**src/rtl/pc_redirect_pkg.sv**
```systemverilog
// -----------------------------------------------------------------------------
// pc_redirect_pkg
//
// Purpose : Shared definitions for the fetch-PC redirect controller.
//           Holds the redirect FSM state encoding, the default reset vector,
//           and small helpers used by the top and the branch statistics
//           sub-module.
//
// Contents:
//   state_e            - redirect FSM states (RUN, BUBBLE)
//   RESET_VEC_DEFAULT  - default PC loaded on reset
//   PC_STEP            - sequential fetch increment (one 32-bit instruction)
//   CNT_MAX            - saturation value of the 32-bit statistics counters
//   sat_inc()          - saturating increment used by the counters
// -----------------------------------------------------------------------------
package pc_redirect_pkg;

  // RUN    : fetch stream is valid unless stalled.
  // BUBBLE : the instruction memory is still returning the word fetched at
  //          the old PC; the fetch at the redirect target is not yet valid.
  typedef enum logic {
    RUN    = 1'b0,
    BUBBLE = 1'b1
  } state_e;

  localparam logic [31:0] RESET_VEC_DEFAULT = 32'h0000_0000;
  localparam logic [31:0] PC_STEP           = 32'd4;
  localparam logic [31:0] CNT_MAX           = 32'hFFFF_FFFF;

  // Increment by one unless already at the top of the range.
  function automatic logic [31:0] sat_inc(input logic [31:0] value);
    return (value == CNT_MAX) ? CNT_MAX : value + 32'd1;
  endfunction

endpackage : pc_redirect_pkg

```
**src/rtl/pc_redirect_ctrl_branch_stats.sv**
```systemverilog
// -----------------------------------------------------------------------------
// branch_stats
//
// Purpose : Profiling counters for conditional branches seen in EX.
//           Only instantiated when the build defines BRANCH_STATS_EN.
//           A branch is counted once per non-stalled cycle in which it is
//           presented (a stalled cycle re-presents the same instruction, so
//           counting it would double-count). Both counters saturate.
//
// Ports   :
//   clk              in   clock, rising edge
//   rst              in   asynchronous active-high reset, clears both counters
//   br_valid_i       in   EX-stage instruction is a conditional branch
//   br_taken_i       in   branch condition result (ignored when not valid)
//   stall_i          in   pipeline hold; suppresses counting
//   br_total_o[31:0] out  number of branches executed
//   br_taken_cnt_o   out  number of branches taken
// -----------------------------------------------------------------------------
module branch_stats
  import pc_redirect_pkg::*;
(
  input  logic        clk,
  input  logic        rst,
  input  logic        br_valid_i,
  input  logic        br_taken_i,
  input  logic        stall_i,
  output logic [31:0] br_total_o,
  output logic [31:0] br_taken_cnt_o
);

  logic [31:0] total_q, total_d;
  logic [31:0] taken_q, taken_d;
  logic        count_en;

  // br_taken is meaningless without br_valid, so it is gated here.
  assign count_en = br_valid_i & ~stall_i;

  always_comb begin
    total_d = total_q;
    taken_d = taken_q;
    if (count_en) begin
      total_d = sat_inc(total_q);
      if (br_taken_i) begin
        taken_d = sat_inc(taken_q);
      end
    end
  end

  always_ff @(posedge clk or posedge rst) begin
    if (rst) begin
      total_q <= '0;
      taken_q <= '0;
    end else begin
      total_q <= total_d;
      taken_q <= taken_d;
    end
  end

  assign br_total_o     = total_q;
  assign br_taken_cnt_o = taken_q;

endmodule : branch_stats

```
**src/rtl/pc_redirect_ctrl.sv**
```systemverilog
// -----------------------------------------------------------------------------
// pc_redirect_ctrl
//
// Purpose : Owns the fetch PC of a 5-stage in-order pipeline. Each cycle it
//           picks the next PC from (in priority order) a CSR trap/mret
//           redirect, an EX-stage taken branch or jump, a load-use stall hold,
//           or sequential fetch. A redirect squashes the younger IF/ID and
//           ID/EX contents and inserts one invalid fetch cycle to cover the
//           synchronous instruction-memory latency.
//
//           A taken branch/jump whose target has bit 1 set cannot be fetched;
//           it raises misalign_o instead of redirecting, and the PC continues
//           as if no control transfer were requested.
//
// Build option:
//   BRANCH_STATS_EN  - when defined, adds br_total_o / br_taken_cnt_o and the
//                      branch_stats counter sub-module. Undefined by default.
//
// Parameters:
//   RESET_VEC        - PC value loaded on reset
//
// Ports   :
//   clk              in   clock, rising edge
//   rst              in   asynchronous active-high reset
//   br_valid         in   EX instruction is a conditional branch
//   br_taken         in   branch condition result for EX instruction
//   jump             in   EX instruction is jal/jalr
//   target[31:0]     in   branch/jump target from the ALU
//   csr_redirect     in   trap or mret redirect request
//   csr_target[31:0] in   mtvec/mepc target
//   stall            in   load-use hazard hold
//   pc_o[31:0]       out  fetch PC
//   if_valid_o       out  instruction fetched at pc_o is valid
//   flush_o          out  squash IF/ID and ID/EX at the next edge
//   misalign_o       out  taken target has bit 1 set (combinational)
//   br_total_o       out  (BRANCH_STATS_EN) branches executed
//   br_taken_cnt_o   out  (BRANCH_STATS_EN) branches taken
// -----------------------------------------------------------------------------
module pc_redirect_ctrl
  import pc_redirect_pkg::*;
#(
  parameter logic [31:0] RESET_VEC = RESET_VEC_DEFAULT
) (
  input  logic        clk,
  input  logic        rst,
  input  logic        br_valid,
  input  logic        br_taken,
  input  logic        jump,
  input  logic [31:0] target,
  input  logic        csr_redirect,
  input  logic [31:0] csr_target,
  input  logic        stall,
  output logic [31:0] pc_o,
  output logic        if_valid_o,
  output logic        flush_o,
`ifdef BRANCH_STATS_EN
  output logic        misalign_o,
  output logic [31:0] br_total_o,
  output logic [31:0] br_taken_cnt_o
`else
  output logic        misalign_o
`endif
);

  // ---------------------------------------------------------------------------
  // Redirect decode
  // ---------------------------------------------------------------------------
  logic        xfer_req;     // EX asks for a control transfer
  logic        xfer_ok;      // ... and its target is fetchable
  logic        redirect;
  logic [31:0] csr_pc;
  logic [31:0] xfer_pc;

  assign xfer_req = (br_valid & br_taken) | jump;
  assign xfer_ok  = xfer_req & ~target[1];
  assign redirect = csr_redirect | xfer_ok;

  // The CSR unit hands over word-aligned targets by construction; the ALU
  // target may carry jalr's bit 0, which is architecturally cleared.
  assign csr_pc  = {csr_target[31:2], 2'b00};
  assign xfer_pc = {target[31:1], 1'b0};

  // Low target bits that the alignment rules discard.
  logic unused_low_bits;
  assign unused_low_bits = ^{target[0], csr_target[1:0]};

  // A CSR redirect wins over the EX transfer, so a misaligned EX target is
  // irrelevant in that cycle and must not be reported.
  assign misalign_o = xfer_req & target[1] & ~csr_redirect;
  assign flush_o    = redirect;

  // ---------------------------------------------------------------------------
  // PC register
  // ---------------------------------------------------------------------------
  logic [31:0] pc_q, pc_d;

  // NOTE: every signal assigned in an always_comb gets a default on the first
  // line so no path leaves it unassigned, which would infer a latch.
  always_comb begin
    pc_d = pc_q + PC_STEP;  // wraps modulo 2^32
    if (csr_redirect) begin
      pc_d = csr_pc;
    end else if (xfer_ok) begin
      pc_d = xfer_pc;
    end else if (stall) begin
      pc_d = pc_q;
    end
  end

  // NOTE: sequential state uses non-blocking assignments so every register
  // samples pre-edge values regardless of process evaluation order.
  always_ff @(posedge clk or posedge rst) begin
    if (rst) begin
      pc_q <= RESET_VEC;
    end else begin
      pc_q <= pc_d;
    end
  end

  assign pc_o = pc_q;

  // ---------------------------------------------------------------------------
  // Redirect FSM
  // ---------------------------------------------------------------------------
  state_e state_q, state_d;

  always_ff @(posedge clk or posedge rst) begin
    if (rst) begin
      state_q <= RUN;
    end else begin
      state_q <= state_d;
    end
  end

  // Both states leave on the same condition: a redirect always opens (or
  // extends) a bubble, and a quiet cycle always returns to RUN. A back-to-back
  // redirect from BUBBLE keeps the fetch invalid for the new target too.
  always_comb begin
    state_d    = state_q;
    if_valid_o = 1'b0;
    unique case (state_q)
      RUN: begin
        if_valid_o = ~stall;
        state_d    = redirect ? BUBBLE : RUN;
      end
      BUBBLE: begin
        if_valid_o = 1'b0;
        state_d    = redirect ? BUBBLE : RUN;
      end
      default: begin
        if_valid_o = 1'b0;
        state_d    = RUN;
      end
    endcase
  end

  // ---------------------------------------------------------------------------
  // Optional branch statistics
  // ---------------------------------------------------------------------------
`ifdef BRANCH_STATS_EN
  branch_stats u_branch_stats (
    .clk            (clk),
    .rst            (rst),
    .br_valid_i     (br_valid),
    .br_taken_i     (br_taken),
    .stall_i        (stall),
    .br_total_o     (br_total_o),
    .br_taken_cnt_o (br_taken_cnt_o)
  );
`endif

endmodule : pc_redirect_ctrl

```
**config.mk**
```make
export PLATFORM = sky130hd
export DESIGN_NAME = pc_redirect_ctrl
export DESIGN_NICKNAME = d
export VERILOG_FILES = /design/src/rtl/pc_redirect_pkg.sv /design/src/rtl/pc_redirect_ctrl_branch_stats.sv /design/src/rtl/pc_redirect_ctrl.sv
export SDC_FILE = /design/constraint.sdc
export NUM_CORES = 1
export LEC_CHECK = 0
export CORE_UTILIZATION = 45
export CTS_CLUSTER_DIAMETER = 120
export CTS_CLUSTER_SIZE = 25
export DETAILED_ROUTE_END_ITERATION = 10
export DONT_BUFFER_PORTS = 1
export SKIP_CTS_REPAIR_TIMING = 1
export SYNTH_ARGS = -nofsm -noshare
export SYNTH_HDL_FRONTEND = slang
export SYNTH_SLANG_ARGS = --single-unit
```
**constraint.sdc**
```tcl
create_clock -name clk -period 2.51 [get_ports clk]
set_input_delay 0.3765 -clock clk [delete_from_list [all_inputs] [get_ports clk]]
set_output_delay 0.3765 -clock clk [all_outputs]
set_load 0.005 [all_outputs]
```
==> results of run 1 <==
per-stage QoR:
stage                     worst slack, ns  utilization  instance area (um^2)
after floorplan                     0.405            -                  2330
after global placement              0.300        0.495                  2400
after detailed placement            0.276        0.495                  2400
after CTS                           0.246        0.514                  2490
after global routing             0.000561        0.514                  2490
final                               0.242        0.514                  2490
placed cells by master, fill, tap and decap left out, types with 3 or more instances in the layout:
cell type | synthesis | routed
a21oi_1 | 16 | 16
nor2_1 | 20 | 20
xor2_1 | 5 | 5
nor3_1 | 11 | 11
o211ai_1 | 5 | 5
a22oi_1 | 3 | 3
a21o_1 | 3 | 3
o41ai_1 | 4 | 4
or4_1 | 3 | 3
and3_1 | 6 | 6
buf_4 | 1 | 10
dfrtp_1 | 32 | 32
clkbuf_8 | 0 | 6
o21ai_0 | 17 | 17
nor4_1 | 7 | 7
o41a_1 | 3 | 3
a31oi_1 | 6 | 6
nand2b_1 | 3 | 3
nand3_1 | 11 | 11
a221oi_1 | 3 | 3
o31ai_1 | 6 | 6
nand2_1 | 30 | 30
mux2i_1 | 3 | 3
inv_1 | 14 | 14
nand4_1 | 5 | 5
xnor2_1 | 11 | 11
worst max-delay path, delay by kind of cell, from the launching register on:
family	cells	cell delay [ns]
and+or+nand+nor	3	1.13
AOI/OAI and AO/OA	2	0.34
DFF	1	0.49
adders and majority gates	1	0.24
report_power, final:
part	switching, W	internal (W)	leakage, nW
logic	0.000147	0.000125	0.553
registers	0.000113	0.000576	0.382
clock network	0.000205	0.000224	0.0455
total	0.000465	0.000925	0.981
per-layer routing:
| layer | GRT usage | wire length (um) | up-vias |
|---|---|---|---|
| met5 | 0 | 0 | - |
| met2 | 0.411 | 3170 | 83 |
| met1 | 0.353 | 3150 | 1076 |
| met4 | 0.0577 | 51 | 0 |
| met3 | 0.0623 | 499 | 5 |
| li1 | - | - | 1053 |
layout make-up:
cell class / instances / area share
Sequential cell: 32 / 0.322
Inverter: 14 / 0.0211
Tap cell: 67 / 0.0337
Clock buffer: 8 / 0.0362
Timing Repair Buffer: 10 / 0.0302
Multi-Input combinational cell: 219 / 0.557
logic make-up after synthesis:
group                      synth area share
adders and majority gates           0.00537
other                               0.00161
xor gates and xnor gates             0.0601
and+or+nand+nor                       0.267
buffers and inverters                0.0607
AOI/OAI and AO/OA                     0.238
muxes                                0.0226
DFF                                   0.344
state kept, by name (all words and copies together) (netlist names):
register / count
pc_o: 31
state_q: 1
worst paths after layout:
check	start	endpoint	slack, ns	cells after the start
max	pc_o[2]$_DFFE_PP0P_	pc_o[30]$_DFFE_PP0P_	0.24	6
min	rst	pc_o[21]$_DFFE_PP0P_	0.06	2
max reg2reg	pc_o[2]$_DFFE_PP0P_	pc_o[30]$_DFFE_PP0P_	0.24	6
min reg2reg	pc_o[1]$_DFFE_PP0P_	pc_o[1]$_DFFE_PP0P_	0.55	1
max in group asynchronous	rst	pc_o[30]$_DFFE_PP0P_	2.13	2
min in group clk	csr_redirect	pc_o[9]$_DFFE_PP0P_	0.20	1
==> results by group, run 1 <==
Finish
  • Final net count: 354
  • Sequential cell area: 801 um^2
  • FILL cells: 474
  • # diodes: 0
  • Layout cells sized above 1: 0.0954
  • Area taken by multi-input logic gates: 0.00139 mm^2
  • Finished Layout Cells: 350
  • Layout area overhead: 6.87%

Routing
  • DR vias: 2217
  • Final ANT Viol Nets: 0
  • DR pass1 iterations: 4
  • Routed wire length: 6870 um
  • DRC viols: 0
  • Wire per inst: 19.6 um
  • Vias per Instance: 6.33
  • Initial drt markers: 147

Clocking
  • CTS tree: done
  • Clk_lat worst skew: 0.29 ns
  • Max H-tree Level: 2
  • Worst-path clk slew: 0.08 ns
  • Clock sinks: 32
  • Root buffer cell: clkbuf_8
  • Total CTS buffers: 5
  • Longest Clk Path Bufs: 2

Timing
  • RSZ-0062 raised after global routing: no
  • Setup violations, final: 0
  • Slew HR: 0.585
  • Max frequency: 0.441 GHz
  • Tmin final: 2.27 ns
  • Fin Hold WS: 0.0618 ns
  • Worst slew pin tran: 0.615 ns
  • Fin crit share: 0.904
  • Final hold viol count: 0
  • Fin Clk Skew: 0.0126 ns
  • Slew Limit Fails: 0
  • Fin Setup TNS: 0 ns

Critical path
  • CP dominant cell by count: or4_1
  • WP data required: 2.74 ns
  • Max incr delay on CP: 0.55 ns
  • Worst setup EP type: register
  • Crit start category: register
  • CP max FO: 6
  • Crit path cell chain: ha_1, nand3_1, or4_1, or4_1, a31oi_1, o22a_1
  • Worst EP arrival: 2.50 ns
  • Crit Path Category: reg2reg
  • Crit path max-delay cell type: or4_1

Place
  • Placed Cells: 342
  • PortBufs: 0
  • GP Congestion: 0.783
  • DP HPWL: 4630 um

Synth
  • Syn Inst Count: 285
  • Yosys reg bits: 32
  • Ys async rst share: 1.00
  • Top cell type's share of synthesized area: 0.344
  • Net Count, Synth: 357
  • Seq/Total Area, Yosys: 0.344
  • Cell taking the most area after synthesis: dfrtp_1
  • Post-Syn Area per Cell: 8.17 um^2
  • Post-Syn Area: 0.00233 mm^2
  • Commonest cells post-synth: dfrtp_1 (32), nand2_1 (30), nor2_1 (20)
  • Ranking of synthesized cells by area: dfrtp_1 (34%), nand2_1 (4.8%), xnor2_1 (4.1%)
  • Warnings, synthesis: 0
  • Yosys cell types: 59
  • Most frequent cell after synthesis: dfrtp_1
  • Count of flip-flops with a built-in enable after synthesis: 0
  • Synth Flop Type: dfrtp_1

GRT
  • First-pass GRT wire length: 10600 um
  • Global Route Usage Sum: 0.257
  • Remaining global-route overflow: 0
  • Vias in the first global route: 2069
  • Largest net degree at the start of global routing: 57
  • Antenna violations before repair: 0

Floorplan
  • Row cnt: 25
  • Core Area: 0.00485 mm^2
  • IO Pins: 106
  • Die height: 74.0 um
  • Die ar.: 0.00547 mm^2
  • Starting Density: 0.481
  • Die width: 74.0 um

Power
  • PnR Total Power: 0.00139 W
  • Leakage: 0.981 nW
  • Peak supply drop: 0.322 mV
  • Power density over cell area: 558 mW/mm^2

Run
  • Max-Cap Viols: 0

Status
  • Status: finished clean

Hold path
  • Worst Hold Class: in2async
No activity file was read; power rests on OpenSTA's default activity.
==> run 2, diff against run 1 <==
clock period = 1.9 ns   (was 2.51 ns; I/O delays follow)
==> results by group, run 2 (same netlist as run 1, synthesis figures left out) <==
Status
  • Status: finished, violations left
  • Failing checks: negative hold slack, negative setup slack

Finish
  • # diodes: 0 (unchanged)
  • Final net count: 399 (+13%)
  • Layout cells sized above 1: 0.305 (+0.209)
  • Layout area overhead: 33.0%
  • Final instance area: 0.00310 mm^2 (+24%)
  • Largest register FFs: 31 (unchanged)
  • Commonest cells after routing, fill and taps aside: buf_4 (51), nand2_1 (29), dfrtp_1 (29)
  • Commonest non-fill, non-tap cell in the layout: buf_4

Routing
  • DRC viols: 0 (unchanged)
  • Wire per inst: 18.5 um (-5.9%)
  • DR pass1 iterations: 4 (unchanged)
  • DR vias: 2383 (+7.5%)
  • Initial drt markers: 104 (-29%)
  • Routed wire length: 7300 um (+6.2%)
  • Final ANT Viol Nets: 0 (unchanged)
  • Vias per Instance: 6.03 (-4.8%)

Hold path
  • Worst Hold Class: in2async

Run
  • Max-Cap Viols: 0 (unchanged)

Critical path
  • WP data required: 2.08 ns (-0.66 ns)
  • Worst EP arrival: 2.18 ns (-0.32 ns)
  • Crit path max-delay cell type: or4_4
  • CP max FO: 6 (unchanged)
  • Crit Path Category: reg2reg
  • Worst setup EP type: register
  • Max incr delay on CP: 0.59 ns (+0.04 ns)
  • Crit path cell chain: nand4_1, or4_4, or4b_4, mux2i_1, nand2_1
  • Crit start category: register
  • R2R setup slack: -0.10 ns (-0.34 ns)

GRT
  • Remaining global-route overflow: 0 (unchanged)
  • Antenna violations before repair: 0 (unchanged)
  • Largest net degree at the start of global routing: 57 (unchanged)
  • Vias in the first global route: 2252 (+8.8%)
  • First-pass GRT wire length: 11000 um (+3.6%)
  • Global Route Usage Sum: 0.267 (+0.0104)

Power
  • Sequential power share: 0.377 (-0.119)
  • Combinational Power Share: 0.292 (+0.096)
  • Leakage: 1.30 nW (+32%)
  • Internal Power: 0.00154 W (+67%)
  • Sw frac: 0.304 (-0.0302)
  • Peak supply drop: 0.410 mV (+27%)
  • Clock Power Share: 0.331 (+0.022)
  • Net Sw Power: 0.000674 W (+45%)
  • Power density over cell area: 714 mW/mm^2 (+28%)

Place
  • GP Congestion: 0.826 (+5.5%)
  • DP HPWL: 5170 um (+12%)
  • PortBufs: 0 (unchanged)
  • Pre-CTS WS: -0.181 ns (-0.458 ns)
  • DP Area: 0.00274 mm^2 (+14%)

Timing
  • Final worst slack: -0.103 ns (-0.344 ns)
  • Tmin final: 2.00 ns (-0.266 ns)
  • Worst slew pin tran: 0.794 ns (+0.178 ns)
  • Fin Clk Skew: 0.0115 ns (-0.00114 ns)
  • Slew Limit Fails: 0 (unchanged)
  • Fin Setup TNS: -0.295 ns (-0.295 ns)
  • Setup violations, final: 6 (+6)
  • RSZ-0062 raised after global routing: yes
  • Final hold viol count: 13 (+13)
  • Fin crit share: 1.05 (+0.150)
  • Fin Hold WS: -0.0370 ns (-0.0988 ns)
  • Slew HR: 0.464 (-0.121)
  • Max frequency: 0.499 GHz (+13%)

Clocking
  • Total CTS buffers: 5 (unchanged)
  • Max H-tree Level: 2 (unchanged)
  • Clk_lat worst skew: 0.29 ns (about the same)
  • Clock sinks: 32 (unchanged)
  • Longest Clk Path Bufs: 2 (unchanged)
  • CTS tree: done
  • Worst-path clk slew: 0.07 ns (about the same)
  • Root buffer cell: clkbuf_8

Floorplan
  • Row cnt: 25 (unchanged)
  • Die width: 74.0 um (unchanged)
  • Die height: 74.0 um (unchanged)
  • Die ar.: 0.00547 mm^2 (unchanged)
  • IO Pins: 106 (unchanged)
  • Core Area: 0.00485 mm^2 (unchanged)
  • Starting Density: 0.481 (unchanged)
-- run 2: cell types whose count changed in the layout (fill, tap and decap cells not counted), moves of 4 or more --
cell     change
buf_4       +41
nor4_4       +4
nor4_1       -5
o21ai_0      -4
-- run 2: final cells by class --
cell class | count | area [um^2]
flip-flops and latches | 32 | 805
clock inverters | 1 | 30.0
inverters | 14 | 52.6
clock buffers | 7 | 96.3
repair buffers | 55 | 468
well taps | 67 | 83.8
multi-input cells | 219 | 1560
fillers | 452 | 1750
-- run 2: power by group through the flow --
stage                     logic (W)  registers (W)  clock network, W
final                      0.000647       0.000835          0.000732
after global routing       0.000708       0.000847          0.000779
after CTS                  0.000594       0.000831          0.000750
after detailed placement   0.000592       0.000844                 0
after global placement     0.000581       0.000841                 0
after floorplan            0.000311       0.000882                 0
-- run 2: worst max-delay path, delay by kind of cell (launching register included) --
family        cells  cell delay [ns]
flops             1             0.35
mux               1             0.16
simple gates      4             1.38
-- run 2: layer usage --
layer  part of all wire  wire, um  GRT usage  up-vias
li1                   -         -          -     1143
met1               0.41      3010      0.345     1143
met2               0.50      3680      0.440       90
met3              0.073       532     0.0691        7
met4              0.012        86     0.0812        0
met5                  0         0          0        -
-- run 2: per-stage QoR --
stage | utilization | instances | power (W)
final | 0.639 | 395 | 0.00221
after global routing | 0.639 | 395 | 0.00233
after CTS | 0.591 | 390 | 0.00218
after detailed placement | 0.565 | 382 | 0.00144
after global placement | 0.565 | 382 | 0.00142
after floorplan | - | 285 | 0.00119
-- run 2: worst paths after layout --
kind	start	end	cells past startpoint
worst min-delay path	rst	pc_o[22]$_DFFE_PP0P_	1
worst min register to register	pc_o[1]$_DFFE_PP0P_	pc_o[1]$_DFFE_PP0P_	1
worst max register to register	pc_o[12]$_DFFE_PP0P_	pc_o[27]$_DFFE_PP0P_	5
max in group asynchronous	rst	pc_o[14]$_DFFE_PP0P_	2
min in group clk	csr_target[17]	pc_o[17]$_DFFE_PP0P_	1
worst max-delay path	pc_o[12]$_DFFE_PP0P_	pc_o[27]$_DFFE_PP0P_	5
==> run 3, diff against run 2 <==
CAP_MARGIN = 0   (was unset)
==> results of run 3 <==
Final layout, timing and power as in run 2 (identical DEF).
